File: config.mk
export PLATFORM = sky130hd
export DESIGN_NAME = multiword_add_sequencer
export DESIGN_NICKNAME = d
export VERILOG_FILES = /design/src/rtl/multiword_add_sequencer.sv
export SDC_FILE = /design/constraint.sdc
export NUM_CORES = 1
export LEC_CHECK = 0
export CAP_MARGIN = 25
export CELL_PAD_IN_SITES_DETAIL_PLACEMENT = 1
export CELL_PAD_IN_SITES_GLOBAL_PLACEMENT = 2
export CORE_ASPECT_RATIO = 0.75
export CORE_MARGIN = 8
export CORE_UTILIZATION = 35
export CTS_BUF_LIST = sky130_fd_sc_hd__clkbuf_2
export DETAILED_ROUTE_END_ITERATION = 10
export GPL_TIMING_DRIVEN = 0
export PLACE_DENSITY = 0.73
export SYNTH_ARGS = -nofsm -noshare
export SYNTH_HDL_FRONTEND = slang
export SYNTH_SLANG_ARGS = --single-unit
File: constraint.sdc
create_clock -name clk -period 3.9 [get_ports clk]
set_clock_uncertainty 0.2 [all_clocks]
set_input_delay 0.39 -clock clk [delete_from_list [all_inputs] [get_ports clk]]
set_output_delay 0.39 -clock clk [all_outputs]
set_load 0.01 [all_outputs]
File: src/rtl/multiword_add_sequencer.sv
// Multi-word adder that reuses one WIDTH-bit ripple-carry adder across WORDS
// chunks, one chunk per clock, with valid/ready handshakes on both sides.
// Optional feature macro: MULTIWORD_SUBTRACT_EN adds an op input (1 = A-B).

// Plain WIDTH-bit ripple-carry adder built from full-adder cells.
module ripple_carry_adder #(
    parameter int unsigned WIDTH = 4
) (
    input  logic [WIDTH-1:0] a,
    input  logic [WIDTH-1:0] b,
    input  logic             cin,
    output logic [WIDTH-1:0] sum_c,
    output logic             cout_c
);

    logic [WIDTH:0] carry_chain;

    assign carry_chain[0] = cin;

    // One full-adder cell per bit; carry ripples LSB to MSB.
    for (genvar i = 0; i < int'(WIDTH); i++) begin : g_fa
        assign sum_c[i]           = a[i] ^ b[i] ^ carry_chain[i];
        assign carry_chain[i + 1] = (a[i] & b[i]) | (carry_chain[i] & (a[i] ^ b[i]));
    end

    assign cout_c = carry_chain[WIDTH];

endmodule

module multiword_add_sequencer #(
    parameter int unsigned WIDTH = 4,
    parameter int unsigned WORDS = 4
) (
    input  logic                   clk,
    input  logic                   rst_n,
    input  logic                   in_valid,
    output logic                   in_ready,
    input  logic [WIDTH*WORDS-1:0] a,
    input  logic [WIDTH*WORDS-1:0] b,
    input  logic                   cin,
`ifdef MULTIWORD_SUBTRACT_EN
    input  logic                   op,
`endif
    output logic                   out_valid,
    input  logic                   out_ready,
    output logic [WIDTH*WORDS-1:0] sum,
    output logic                   cout,
    output logic                   busy
);

    localparam int unsigned TOTAL_W = WIDTH * WORDS;
    localparam int unsigned IDX_W   = $clog2(WORDS);
    localparam int unsigned LAST    = WORDS - 1;

    typedef enum logic [1:0] {
        IDLE = 2'd0,
        RUN  = 2'd1,
        DONE = 2'd2
    } state_t;

    state_t             state;
    state_t             state_next;
    logic [TOTAL_W-1:0] a_reg;
    logic [TOTAL_W-1:0] b_reg;
    logic [TOTAL_W-1:0] acc;
    logic [TOTAL_W-1:0] acc_next_c;
    logic [IDX_W-1:0]   idx;
    logic               carry;
    logic               op_reg;
    logic               op_in_c;
    logic               last_c;
    logic [WIDTH-1:0]   a_chunk_c;
    logic [WIDTH-1:0]   b_chunk_c;
    logic [WIDTH-1:0]   add_sum_c;
    logic               add_cout_c;

`ifdef MULTIWORD_SUBTRACT_EN
    assign op_in_c = op;
`else
    assign op_in_c = 1'b0;
`endif

    assign last_c    = (idx == IDX_W'(LAST));
    assign a_chunk_c = a_reg[int'(idx) * WIDTH +: WIDTH];
    // Subtraction is A + ~B + 1; the +1 comes from the initial carry.
    assign b_chunk_c = b_reg[int'(idx) * WIDTH +: WIDTH] ^ {WIDTH{op_reg}};

    ripple_carry_adder #(
        .WIDTH (WIDTH)
    ) u_adder (
        .a      (a_chunk_c),
        .b      (b_chunk_c),
        .cin    (carry),
        .sum_c  (add_sum_c),
        .cout_c (add_cout_c)
    );

    // Accumulator with the current chunk slot replaced by the adder result.
    always_comb begin
        acc_next_c = acc;
        acc_next_c[int'(idx) * WIDTH +: WIDTH] = add_sum_c;
    end

    // State register.
    always_ff @(posedge clk or negedge rst_n) begin
        if (!rst_n) begin
            state <= IDLE;
        end else begin
            state <= state_next;
        end
    end

    // Next-state logic.
    always_comb begin
        state_next = state;
        case (state)
            IDLE:    if (in_valid)  state_next = RUN;
            RUN:     if (last_c)    state_next = DONE;
            DONE:    if (out_ready) state_next = IDLE;
            default:                state_next = IDLE;
        endcase
    end

    // Handshake/status flags registered from the next state.
    always_ff @(posedge clk or negedge rst_n) begin
        if (!rst_n) begin
            in_ready  <= 1'b1;
            out_valid <= 1'b0;
            busy      <= 1'b0;
        end else begin
            in_ready  <= (state_next == IDLE);
            out_valid <= (state_next == DONE);
            busy      <= (state_next == RUN);
        end
    end

    // Operand capture, chunk-serial accumulation and result publication.
    always_ff @(posedge clk or negedge rst_n) begin
        if (!rst_n) begin
            a_reg  <= '0;
            b_reg  <= '0;
            op_reg <= 1'b0;
            acc    <= '0;
            idx    <= '0;
            carry  <= 1'b0;
            sum    <= '0;
            cout   <= 1'b0;
        end else begin
            case (state)
                IDLE: begin
                    if (in_valid) begin
                        a_reg  <= a;
                        b_reg  <= b;
                        op_reg <= op_in_c;
                        carry  <= op_in_c | cin;
                        acc    <= '0;
                        idx    <= '0;
                        sum    <= '0;
                        cout   <= 1'b0;
                    end
                end
                RUN: begin
                    acc   <= acc_next_c;
                    carry <= add_cout_c;
                    if (last_c) begin
                        sum  <= acc_next_c;
                        cout <= add_cout_c;
                        idx  <= '0;
                    end else begin
                        idx <= idx + IDX_W'(1);
                    end
                end
                default: begin
                end
            endcase
        end
    end

endmodule

Yosys cells after proc, flatten, opt, wreduce, memory -nomap -nowiden:

Index checks and enable logic that the tools add are counted.

* output and inout port bits: 20
* bits in registers: 73

* eq/ne operators: 7
* add/subtract/negate cells: 2
* shifts and indexed selects: 4
* reduce and logical (&&, ||, !) cells: 6
* multiplexer cells: 17
* bitwise logic cells: 20

Operator list (count)
* $pmux W16 S2: 2
* $neg A4 Y34: 1
* $shift A4 B34 Y16 const A: 1
* $shiftx A4 B34 Y16: 1
* $mux W16: 2
* $shiftx A16 B5 Y4: 2
* $bwmux W16: 1
* $mux W2: 5
* $and A1 B1 Y1: 8
* $xor A1 B1 Y1: 8
* $eq A2 B2 Y1 const B: 3
* $pmux W2 S3: 1
* $eq A2 B1 Y1 const B: 2
* $logic_not A2 Y1: 2
* $ne A2 B2 Y1 const B: 2
* $or A1 B1 Y1: 4
* $pmux W1 S2: 2
* $pmux W2 S2: 1
* $reduce_and A2 Y1: 2
* $mux W1: 3
* $reduce_and A3 Y1: 1
* $add A2 B1 Y2 const B: 1
* $reduce_bool A2 Y1: 1

Depth between registers and ports, before layout:

* word-level depth: 13
* mapped depth: 13
* gate-level depth less buffers: 11

Cells and area by module:

A second synthesis with hierarchy kept.

* cells, all modules: 253
* area, all modules: 3415.8 um2

Modules (own cells, without submodules)
* multiword_add_sequencer: instances 1, cells an instance 239, area an instance 3298.2 um2, seq. area each 1828.0 um2
* ripple_carry_adder: instances 1, cells an instance 14, area an instance 117.6 um2, seq. area each 0.0 um2

Least setup slack after synthesis:

No wires, ideal clock.

* path type: flip-flop to flip-flop
* start point: register idx[0]
* end point: register sum[15]
* library setup time: 0.126 ns
* period minus slack after synthesis: 3.447 ns
* cell stages (with the launch flop): 14
* arrival time: 3.121 ns
* setup slack: 0.453 ns
* buffers on the path: 2
* cell sequence: dfrtp_1 -> buf_2 -> buf_2 -> mux4_2 -> inv_1 -> fa_1 -> inv_1 -> fa_1 -> inv_1 -> fa_1 -> inv_1 -> fa_1 -> and3_1 -> a221o_1

* cells in the longest elaborated chain, start to end: 13
* elaborated cells between the ends (all ways): 28
* those cells by class: add/sub (1); eq/ne (2); shift (4); mux (3); bitwise (17); reduce/logical (1)

RTL lines
* from (decl): line 67 `logic [IDX_W-1:0] idx;`
* from (signal assigned): line 170 `idx <= idx + IDX_W'(1);`
* $shiftx A16 B5 Y4 (on tied branches): line 84, 86
* $xor A1 B1 Y1: line 22, 23
* $and A1 B1 Y1: line 23 `assign carry_chain[i + 1] = (a[i] & b[i]) | (carry_chain[i] & (a[i] ^ b[i]));`
* $or A1 B1 Y1: line 23
* $and A1 B1 Y1: line 23
* $or A1 B1 Y1: line 23
* $and A1 B1 Y1: line 23
* $or A1 B1 Y1: line 23
* $xor A1 B1 Y1: line 22 `assign sum_c[i] = a[i] ^ b[i] ^ carry_chain[i];`
* $shiftx A4 B34 Y16: line 101 `acc_next_c[int'(idx) * WIDTH +: WIDTH] = add_sum_c;`
* $bwmux W16: line 101
* $mux W16: line 165 `if (last_c) begin`
* $pmux W16 S2: line 149 `case (state)`
* to (signal assigned): line 166 `sum <= acc_next_c;`
* to (decl): line 46 `output logic [WIDTH*WORDS-1:0] sum,`

Parallel ways exist; a longest one is shown, timed or not. The select of a mux whose other input is x is not followed.
A chain may end at the register's enable or synchronous reset.

Final worst setup path:

* start point: register idx[0]
* end point: register acc[6]

* cells in the longest elaborated chain, start to end: 12
* elaborated cells between the ends (all ways): 24
* those cells by class: add/sub (1); shift (4); mux (2); bitwise (17)

RTL lines
* $shiftx A16 B5 Y4 (on tied branches): line 84, 86
* $xor A1 B1 Y1: line 22, 23
* $and A1 B1 Y1: line 23
* $or A1 B1 Y1: line 23
* $and A1 B1 Y1: line 23
* $or A1 B1 Y1: line 23
* $and A1 B1 Y1: line 23
* $or A1 B1 Y1: line 23
* $xor A1 B1 Y1: line 22
* $shiftx A4 B34 Y16: line 101
* $bwmux W16 (*): line 101
* $pmux W16 S2 (*): line 149
* to (signal assigned): line 163 `acc <= acc_next_c;`
* to (decl): line 65 `logic [TOTAL_W-1:0] acc;`

Every way passes the cells marked *; elsewhere a longest branch is shown, timed or not.

==> impl_metrics.py <==
metrics = {
    "yosys": {
        "avgSynthCellArea_sq_um": 13.8,
        "async_reset_ff_share_pct": 100,
        "seq_area_frac_synth_pct": 54.1,
        "netlist_top_cells_area": "dfrtp_1, mux2_2, mux4_2",
        "synth_top_cell_area_share_pct": 53.4,
        "synth_edf_count": 0,
        "synth_area_sq_um": 3380,
        "post-synth-top-area-cell": "dfrtp_1",
        "postSynthRegisterBits": 73,
        "synthesis.nets": 292,
        "synth.distinct_cells": 37,
        "yosysWarnings": 0,
        "postSynthCellCount": 245,
        "synth_ff_type": "dfrtp_1",
    },
    "grt": {
        "grt_pass1_vias": 2568,
        "antenna_found_initial": 0,
        "overflow": 0,
        "grt_pass1_wl_mm": 14.4,
        "grt_max_degree": 43,
        "track_usage_pct": 14.6,
    },
    "cells_and_area": {
        "antenna_cells": 0,
        "stdcell_area_sq_um": 4210,
        "final_common_cell": "dfrtp_1",
        "fin_nets": 361,
        "drive_above_1_share_pct": 22.7,
        "layout_common_cells": "dfrtp_1, clkdlybuf4s50_1, mux2_2",
        "syn_to_final_growth_pct": 24.6,
    },
    "flow_run": {
        "drv_cap": 0,
    },
    "clocking": {
        "clockBufferDepth": 2,
        "cts_tree": "built",
        "numCtsBuffers": 9,
        "htree_levels": 3,
        "clock-sinks": 73,
        "clk_pin_slew_ns": 0.18,
        "cts_root_buffer": "clkbuf_2",
        "worstSkewPairLatency_ns": 0.51,
    },
    "place": {
        "routabilityCongestion": 0.768,
        "port_buffers": 56,
        "dpl_cell_area_sq_um": 4120,
        "hpwl_mm": 6.56,
        "dp_slack_ns": -0.0265,
    },
    "setup_path": {
        "endpoint_kind": "register",
        "cp-start-kind": "register",
        "slowest_delay_ns": 0.55,
        "critPathMaxFanout": 10,
        "path_class": "register to register",
        "cpLargestDelayFamily": "adder cells",
        "worst_path_max_delay_cell": "mux4_2",
        "cp_cell_sequence": "clkbuf_4, buf_4, mux4_2, inv_1, fa_1, inv_1, fa_1, inv_1, fa_1, nor2_1, a22o_1",
        "worstPathArrival_ns": 3.93,
        "critPathBufInv": 5,
        "cp_data_required_time_ns": 4.15,
    },
    "floorplan": {
        "initial_core_util_pct": 35.5,
        "row_count": 31,
        "dieHeight_um": 101,
        "core_sq_um": 9500,
        "die_w_um": 129,
        "num_io_pins": 57,
        "die-area_sq_um": 13100,
    },
    "route": {
        "drtAntennaViolNets": 0,
        "viasPerCell": 5.20,
        "drt_wl_total_mm": 8.74,
        "vias": 2334,
        "wl_per_cell_um": 19.5,
        "drc": 0,
        "drt_iter0_markers": 104,
        "dr.pass1.iters": 4,
    },
    "timing": {
        "setup_viol": 0,
        "rsz0062_at_grt": "no",
        "setup_ws_ns": 0.223,
        "relSlewSlack_pct": 60.2,
        "hold_viol": 0,
        "post-route-period-util_pct": 94.3,
        "report.final.slew_viol_count": 0,
        "fin_crit_ns": 3.68,
        "fin_setup_tns_ns": 0,
        "tightest_slew_ns": 0.598,
        "fmax_mhz": 272,
    },
    "status": {
        "status": "complete, no violations",
    },
    "worst_hold_path": {
        "hold_class": "input pin to asynchronous set/reset pin",
    },
    "pwr": {
        "p_leak_nw": 1.81,
        "ir_drop_uv": 448,
        "p_per_area_nw_per_um2": 826,
    },
}
[area by class of cell]
class	count	area [sq um]
fillers	995	5290
clock buffers	13	65.1
well taps	132	165
repair buffers	58	588
flip-flops and latches	73	1830
inverters	10	37.5
plain buffers	14	88.8
clock inverters	1	5.00
multi-input cells	148	1430
[Yosys cell counts, types with 5 or more instances]
| library cell | number |
|---|---|
| nor3_1 | 6 |
| a22o_1 | 9 |
| clkbuf_1 | 5 |
| a221o_1 | 14 |
| nor2_1 | 9 |
| buf_2 | 6 |
| nand2_1 | 6 |
| inv_1 | 10 |
| mux2_2 | 32 |
| a32o_1 | 8 |
| dfrtp_1 | 72 |
| o21ai_0 | 5 |
| ha_1 | 6 |
| mux4_2 | 8 |
[timing repair]
action,CTS,global route
hold endpoints to repair,72,0
setup buffers,0,0
setup endpoints to repair,2,7
gates resized for setup,1,4
hold buffers,1,0
[per-stage QoR]
step | std cells | hold WS (ns) | total power [mW] | util [%]
global route | 449 | 0.107 | 3.73 | 44.3
floorplan | 245 | -0.106 | 2.42 | -
global placement | 433 | 0.270 | 3.10 | 43.2
detailed placement | 434 | 0.160 | 3.13 | 43.4
finish | 449 | 0.123 | 3.47 | 44.3
CTS | 449 | 0.0994 | 3.47 | 44.2
[worst register-to-register path: stages, from the launching register on]
cell and delay, ns:
dfrtp_1 0.44, clkbuf_4 0.26, buf_4 0.24, mux4_2 0.55, inv_1 0.09, fa_1 0.16
inv_1 0.05, fa_1 0.35, inv_1 0.07, fa_1 0.53, nor2_1 0.46, a22o_1 0.23
[per-layer routing]
layer / share of wire, % / routed length [um] / GRT usage (%)
met1: 51 / 4490 / 20.5
met2: 43 / 3780 / 20.7
met3: 4.1 / 360 / 4.86
met4: 1.3 / 110 / 4.09
met5: 0 / 0 / 0
[power breakdown]
part / switching (mW) / internal, mW / leakage [nW]
sequential: 0.146 / 1.04 / 0.931
combinational: 1.10 / 0.859 / 0.821
clock: 0.244 / 0.0874 / 0.0579
total: 1.49 / 1.98 / 1.81
[cells by family after synthesis]
| kind of cell | synth area share (%) |
|---|---|
| AOI/OAI and AO/OA | 12.7 |
| adders and majority gates | 4.59 |
| muxes | 16.3 |
| buffers and inverters | 3.56 |
| DFF | 54.1 |
| and+or+nand+nor | 8.71 |
[worst paths after layout]
| kind | to | depth (start not counted) | startpoint | slack (ns) |
|---|---|---|---|---|
| setup / recovery | acc[6] | 11 | idx[0] | 0.22 |
| hold / removal | b_reg[14] | 2 | rst_n | 0.12 |
| setup reg to reg | acc[6] | 11 | idx[0] | 0.22 |
| hold reg to reg | acc[7] | 1 | acc[7] | 0.31 |
| max in group asynchronous | in_ready | 3 | rst_n | 2.75 |
| min in group clk | a_reg[3] | 2 | a[3] | 0.27 |
(Power assumes the default switching activity.)
